## src/rtl/i2c_cfg_sequencer.sv

```systemverilog
// Table-driven I2C register-write sequencer feeding one i2c_master.
// Optional macro I2C_RETRY_EN enables per-entry retries on NACK (up to MAX_RETRY).
module i2c_cfg_sequencer #(
  parameter logic [6:0]  DEV_ADDR   = 7'h39,
  parameter int unsigned IDX_W      = 8,
  parameter int unsigned DELAY_UNIT = 50_000,
  parameter int unsigned TIMEOUT    = 1_000_000,
  parameter bit          AUTO_START = 1'b1,
  parameter int unsigned MAX_RETRY  = 3
) (
  input  logic             clk,
  input  logic             rst,
  input  logic             go,
  output logic [IDX_W-1:0] tbl_idx,
  input  logic [15:0]      tbl_data,
  output logic             i2c_start,
  output logic [6:0]       i2c_addr,
  output logic             i2c_rw,
  output logic [15:0]      i2c_data,
  input  logic             i2c_ready,
  input  logic             i2c_error,
  output logic             busy,
  output logic             done,
  output logic             fail,
  output logic [IDX_W-1:0] err_idx
);

  localparam int unsigned DLY_W = $clog2(255 * DELAY_UNIT + 1);
  localparam int unsigned TO_W  = $clog2(TIMEOUT + 1);
  localparam logic [TO_W-1:0] TO_LAST = TO_W'(TIMEOUT - 1);

  typedef enum logic [3:0] {
    IDLE, FETCH, DECODE, ISSUE, WAIT_DONE, RETRY_CHK, DELAY, NEXT, DONE, FAIL
  } state_e;

  state_e           state_q, state_d;
  logic [IDX_W-1:0] idx_q, idx_d;
  logic [IDX_W-1:0] err_q, err_d;
  logic [15:0]      data_q, data_d;
  logic [DLY_W-1:0] dly_q, dly_d;
  logic [TO_W-1:0]  to_q, to_d;
  logic             armed_q, armed_d;
  logic             pend_q, pend_d;
  logic             go_q;
  logic             go_rise;

`ifdef I2C_RETRY_EN
  localparam int unsigned RT_W = (MAX_RETRY > 0) ? $clog2(MAX_RETRY + 1) : 1;
  logic [RT_W-1:0] retry_q, retry_d;
`else
  logic unused_max_retry;
  assign unused_max_retry = |MAX_RETRY;
`endif

  assign go_rise = go & ~go_q;

  always_ff @(posedge clk) begin
    if (rst) begin
      state_q <= IDLE;
      idx_q   <= '0;
      err_q   <= '0;
      data_q  <= '0;
      dly_q   <= '0;
      to_q    <= '0;
      armed_q <= 1'b0;
      pend_q  <= AUTO_START;
      go_q    <= 1'b0;
`ifdef I2C_RETRY_EN
      retry_q <= '0;
`endif
    end else begin
      state_q <= state_d;
      idx_q   <= idx_d;
      err_q   <= err_d;
      data_q  <= data_d;
      dly_q   <= dly_d;
      to_q    <= to_d;
      armed_q <= armed_d;
      pend_q  <= pend_d;
      go_q    <= go;
`ifdef I2C_RETRY_EN
      retry_q <= retry_d;
`endif
    end
  end

  always_comb begin
    state_d = state_q;
    idx_d   = idx_q;
    err_d   = err_q;
    data_d  = data_q;
    dly_d   = dly_q;
    to_d    = '0;
    armed_d = 1'b0;
    pend_d  = pend_q;
`ifdef I2C_RETRY_EN
    retry_d = retry_q;
`endif
    case (state_q)
      IDLE, DONE, FAIL: begin
        if (go_rise || (state_q == IDLE && pend_q)) begin
          pend_d  = 1'b0;
          idx_d   = '0;
          state_d = FETCH;
`ifdef I2C_RETRY_EN
          retry_d = '0;
`endif
        end
      end
      FETCH: state_d = DECODE;
      DECODE: begin
        if (tbl_data == 16'hFFFF) begin
          state_d = DONE;
        end else if (tbl_data[15:8] == 8'hFE) begin
          if (tbl_data[7:0] == 8'h00) begin
            state_d = NEXT;
          end else begin
            dly_d   = DLY_W'(tbl_data[7:0]) * DLY_W'(DELAY_UNIT);
            state_d = DELAY;
          end
        end else begin
          data_d  = tbl_data;
          state_d = ISSUE;
        end
      end
      // Acceptance is ready seen high then low while start is held, so a
      // master still low after reset is not mistaken for an accept.
      ISSUE: begin
        armed_d = armed_q | i2c_ready;
        if (armed_q && !i2c_ready) begin
          state_d = WAIT_DONE;
        end else if (to_q == TO_LAST) begin
          err_d   = idx_q;
          state_d = FAIL;
        end else begin
          to_d = to_q + TO_W'(1);
        end
      end
      WAIT_DONE: begin
        if (i2c_ready) begin
          state_d = i2c_error ? RETRY_CHK : NEXT;
        end else if (to_q == TO_LAST) begin
          err_d   = idx_q;
          state_d = FAIL;
        end else begin
          to_d = to_q + TO_W'(1);
        end
      end
      RETRY_CHK: begin
`ifdef I2C_RETRY_EN
        if (retry_q < RT_W'(MAX_RETRY)) begin
          retry_d = retry_q + RT_W'(1);
          state_d = ISSUE;
        end else begin
          err_d   = idx_q;
          state_d = FAIL;
        end
`else
        err_d   = idx_q;
        state_d = FAIL;
`endif
      end
      DELAY: begin
        dly_d = dly_q - DLY_W'(1);
        if (dly_q <= DLY_W'(1)) state_d = NEXT;
      end
      NEXT: begin
        if (&idx_q) begin
          state_d = DONE;
        end else begin
          idx_d   = idx_q + IDX_W'(1);
          state_d = FETCH;
`ifdef I2C_RETRY_EN
          retry_d = '0;
`endif
        end
      end
      default: state_d = IDLE;
    endcase
  end

  assign tbl_idx   = idx_q;
  assign err_idx   = err_q;
  assign i2c_start = (state_q == ISSUE);
  assign i2c_addr  = DEV_ADDR;
  assign i2c_rw    = 1'b0;
  assign i2c_data  = data_q;
  assign busy      = !(state_q == IDLE || state_q == DONE || state_q == FAIL);
  assign done      = (state_q == DONE);
  assign fail      = (state_q == FAIL);

endmodule

```

## config.mk

```make
export PLATFORM = sky130hd
export DESIGN_NAME = i2c_cfg_sequencer
export DESIGN_NICKNAME = d
export VERILOG_FILES = /design/src/rtl/i2c_cfg_sequencer.sv
export SDC_FILE = /design/constraint.sdc
export NUM_CORES = 1
export LEC_CHECK = 0
export CAP_MARGIN = 20
export CORE_MARGIN = 5
export CORE_UTILIZATION = 30
export CTS_CLUSTER_SIZE = 24
export DETAILED_ROUTE_END_ITERATION = 8
export SETUP_SLACK_MARGIN = 0.5
export SYNTH_ARGS = -nofsm -noshare
export SYNTH_HDL_FRONTEND = slang
export SYNTH_SLANG_ARGS = --single-unit
```

## constraint.sdc

```tcl
create_clock -name clk -period 6.89 [get_ports clk]
set_clock_uncertainty 0.15 [all_clocks]
set_input_delay 1.7225 -clock clk [delete_from_list [all_inputs] [get_ports clk]]
set_output_delay 1.7225 -clock clk [all_outputs]
set_load 0.05 [all_outputs]
```

# Word level (Yosys, flattened, before mapping)
# Cells that the tools add are included.
# classes
mux	26
n_mul	1
n_eq_ne	20
n_lt_le_gt_ge	1
reduce_logical	21
add_sub_neg	3
bitwise	6
# ops
operator	count
two-way mux 24 bit	3
two-way mux 20 bit	3
case mux 24 bit (2 select lines)	1
two-way mux 8 bit	5
case mux 20 bit (2 select lines)	1
two-way mux 4 bit	8
case mux 4 bit (8 select lines)	1
<= comparator 24 x 1 -> 1 bit (second input constant)	1
case mux 8 bit (3 select lines)	1
subtractor 24 x 1 -> 24 bit (second input constant)	1
adder 20 x 1 -> 20 bit (second input constant)	1
== test 20 bit (second input constant)	1
multiplier 8 x 12 -> 20 bit (second input constant)	1
== test 16 bit (second input constant)	1
== test 4 x 3 -> 1 bit (second input constant)	4
!= test 2 bit (second input constant)	8
case mux 8 bit (2 select lines)	1
AND reduction 3 bit	3
adder 8 x 1 -> 8 bit (second input constant)	1
== test 4 x 2 -> 1 bit (second input constant)	2
== test 4 bit (second input constant)	2
== test 8 bit (second input constant)	1
zero test 8 bit	1
AND reduction 8 bit	1
16 further kinds	25
# totals
register_bits	83

# Depth between registers and ports, before layout
# depth
ltp_word	5
mapped_depth	14
depth_no_buf	13

# Worst setup path after synthesis
# No wires, ideal clock.
# synth_path
path_type	input port to flip-flop
start	input tbl_data[6]
end	register dly_q[19]
t_required_ns	6.624
n_path_buf	0
t_arrival_ns	4.961
slack_ns	1.663
setup_time_ns	0.116
stages	12
cell_sequence	inv_1 -> ha_1 -> ha_1 -> fa_1 -> fa_1 -> ha_1 -> a21oi_1 -> o21ai_0 -> a21o_1 -> or2_2 -> a2111o_1 -> o211a_1
# synth_via
elab_chain_len	5
# synth_lines
item	line	text
start, declared	15	input logic [15:0] tbl_data,
multiplier 8 x 12 -> 20 bit	118	dly_d = DLY_W'(tbl_data[7:0]) * DLY_W'(DELAY_UNIT);
two-way mux 24 bit	115	if (tbl_data[7:0] == 8'h00) begin
two-way mux 24 bit	114	end else if (tbl_data[15:8] == 8'hFE) begin
two-way mux 24 bit	112	if (tbl_data == 16'hFFFF) begin
case mux 24 bit (2 select lines)	99	case (state_q)
end signal, assigned	76	dly_q <= dly_d;
end, declared	40	logic [DLY_W-1:0] dly_q, dly_d;
# Parallel ways exist; a longest one is shown, timed or not. The select of a mux whose other input is x is not followed.
# A chain may end at the register's enable or synchronous reset.

# Worst setup path in the final report
# Ends and elaborated chain as after synthesis.

==> metrics <==
core area=about 19000 um^2; placement row count=50; final hold violation count=0; Syn Std Cell Area=around 5700 um^2; io pins=65; largest net degree at the start of global routing=47; CP Cell Sequence=clkdlybuf4s50_1, inv_1, ha_1, ha_1, fa_1, fa_1, ha_1, a21oi_1, o21ai_0, a21o_1, or2_2, a2111o_1, o211a_1; Lkg Pwr=2.68 nW; delay-heaviest family, CP=adder cells; Hold/Removal Path Class=flip-flop to flip-flop; Slew Viols, Final=0; first-pass GRT wire length=22500 um; Avg WL per Cell=14.4 um; Initial DRT Pass Iterations=4; Crit. End Element=flip-flop; post-synthesis async set-or-reset flop share=0%; Levels on crit path=13; Pwr Density=246 nW/um^2; Initial Util=around 30%; Die H=147 um; flop and latch count out of synthesis=83; HPWL after DPL=10100 um; dpl ws=726 ps; vias per std cell=4.97; insertion delay to the later sink of the worst-skew pair=340 ps; Routed Antenna Nets=0; die area=21700 um^2; CTS root buf=clkbuf_16; nets@finish=798; Hold Path Stages=2; hold buffer count at cts=0; initial antenna violation count=0; Layout area overhead=18.3%; CP max FO=7; Unique masters post-synth=73; CTS Buf Count=9; layout cells sized above 1=5.65%; clock transition at the registers of the reported paths=70 ps; WHS=a little over 300 ps; Setup Viol. Count Final=0; Clock H-tree levels=3; number of buffers added on ports=56; CP required=6970 ps; clk buf depth=2; Overall Global Routing Usage=~12%; CTS tree=yes; RSZ-0062 raised after global routing=no; ys flop type=dfxtp_1; Ys Warns=0; Overflow after GRT=0; clock sinks=83; WL final=between 10000 and 15000 um; number of DRC markers in iteration 0=260; Layout Utilization=36.0%; Critical Path AT=5900 ps; post-synthesis sequential area ratio=29.3%; Worst VDD drop=roughly 0.00012 V; Least-Margin Pin Slew=approximately 940 ps; setup_tns=0 ps; Slowest Stage Delay on Critical Path=660 ps; routed via count=around 4.7k; Final Cycle Share=a little over four fifths; R2R cell count=6; Critical-path top delay cell=clkdlybuf4s50_1; Slew HR=37.3%; fmax=roughly 0.17 GHz; number of synthesized flops with an enable pin=0; status=complete, no violations; post-CTS sizing=0; post-route minimum period=5810 ps; WS Path Type=input port to flip-flop; RePlAce Congestion=between 0.8 and 0.9; vias in the first global route=4434; # DRC=0; Post-CTS Setup Bufs=0; CP startpoint kind=input port; Max Cap Viol=0; Syn Area/Cell=roughly 8.6 um^2; setup ws final=1080 ps; Crit path top cell by count=ha_1; Cells after Synth=657; n_diodes=0; Buf/Inv on CP=2; Die X=147 um
area by class of cell:
class	instances	area (um^2)
inverters	27	101
multi-input cells	521	3780
fillers	1939	11900
repair buffers	61	593
well taps	234	293
clock buffers	10	229
flip-flops and latches	83	1660
clock inverters	6	47.5
flip-flops by register name, indices dropped and copies added, names as in the netlist:
register / cells
tbl_idx: 8
pend_q: 1
to_q: 20
armed_q: 1
state_q: 4
go_q: 1
i2c_data: 16
dly_q: 24
err_idx: 8
final timing paths:
path               start    endpoint  slack [ps]
max          tbl_data[6]   dly_q[19]        1080
min           err_idx[4]  err_idx[4]         310
max reg2reg   state_q[1]   dly_q[23]        3620
min reg2reg   err_idx[4]  err_idx[4]         310
worst reg2reg max path, cell delays in order, from the launching register on:
cell and delay, ps:
dfxtp_1 730, nand4bb_1 610, nor4_1 950, nand4b_1 210, mux2i_1 160, a32oi_1 130, a21bo_2 230
logic make-up after synthesis:
| group | Yosys count | synth area share, % |
|---|---|---|
| AND/OR/NAND/NOR | 256 | 23.2 |
| adder cells (fa/ha/maj) | 74 | 17.9 |
| XOR/XNOR | 39 | 6.03 |
| other | 2 | 0.133 |
| AO/OA/AOI/OAI | 117 | 14.1 |
| buffers and inverters | 59 | 4.53 |
| multiplexers | 27 | 4.77 |
| flip-flops | 83 | 29.3 |
synthesized netlist by cell type, types with 4 or more instances:
library cell,count,area share (%)
mux2i_1,27,4.8
a21oi_1,34,3.0
buf_2,4,0.35
nand2_1,53,3.5
a31oi_1,7,0.77
nand4_1,12,1.3
nor2b_1,7,0.77
nor2_1,80,5.3
nand3_1,18,1.6
inv_1,26,1.7
nor4_1,8,0.88
and3_1,10,1.1
a211oi_1,6,0.79
nand3b_1,4,0.53
nand2b_1,9,0.99
o21ai_0,18,1.6
xor2_1,23,3.6
buf_4,8,1.1
nor3_1,21,1.9
dfxtp_1,83,29
a21o_1,6,0.79
fa_1,12,4.2
xnor2_1,16,2.5
or2_2,5,0.55
clkbuf_1,18,1.2
ha_1,62,14
report_power, final:
part	switching [mW]	internal, mW	total (mW)
Combinational	0.386	0.258	0.644
Clock	0.209	0.247	0.456
Sequential	0.0376	0.510	0.547
Total	0.633	1.01	1.65
through the flow:
stage | total power, mW | area (um^2) | cells
2_1_floorplan | 1.04 | 5690 | 663
3_3_place_gp | 1.20 | 6430 | 926
3_5_place_dp | 1.20 | 6430 | 926
4_1_cts | 1.67 | 6700 | 942
5_1_grt | 1.76 | 6700 | 942
6_report | 1.65 | 6700 | 942
placed cells by master, fill, tap and decap left out, types with 4 or more instances in the layout:
cell and instances:
a211oi_1 6, xor2_1 23, a21oi_1 33, nand2b_1 9, nand2_1 53, o21ai_0 18, conb_1 8, nor2b_1 7
nand4_1 12, mux2i_1 27, dfxtp_1 83, nand3b_1 4, fa_1 12, nor2_1 79, nor4_1 8, nand3_1 18
or2_2 5, buf_4 5, ha_1 62, clkdlybuf4s50_1 55, a21o_1 6, nor3_1 21, clkbuf_16 9, inv_1 26
and3_1 10, a31oi_1 7, xnor2_1 16, clkinvlp_4 4
metal layers:
metal  part of all wire, %  global-route usage [%]  wire length, um  vias up
met5                     0                       0                0        -
met3                   2.9                    2.36              397        6
met1                    50                    17.6             6830     2186
li1                      -                       -                -     2426
met2                    46                    19.5             6210       60
met4                  0.63                    3.08               85        0
Power figures use the tool's default switching activity.
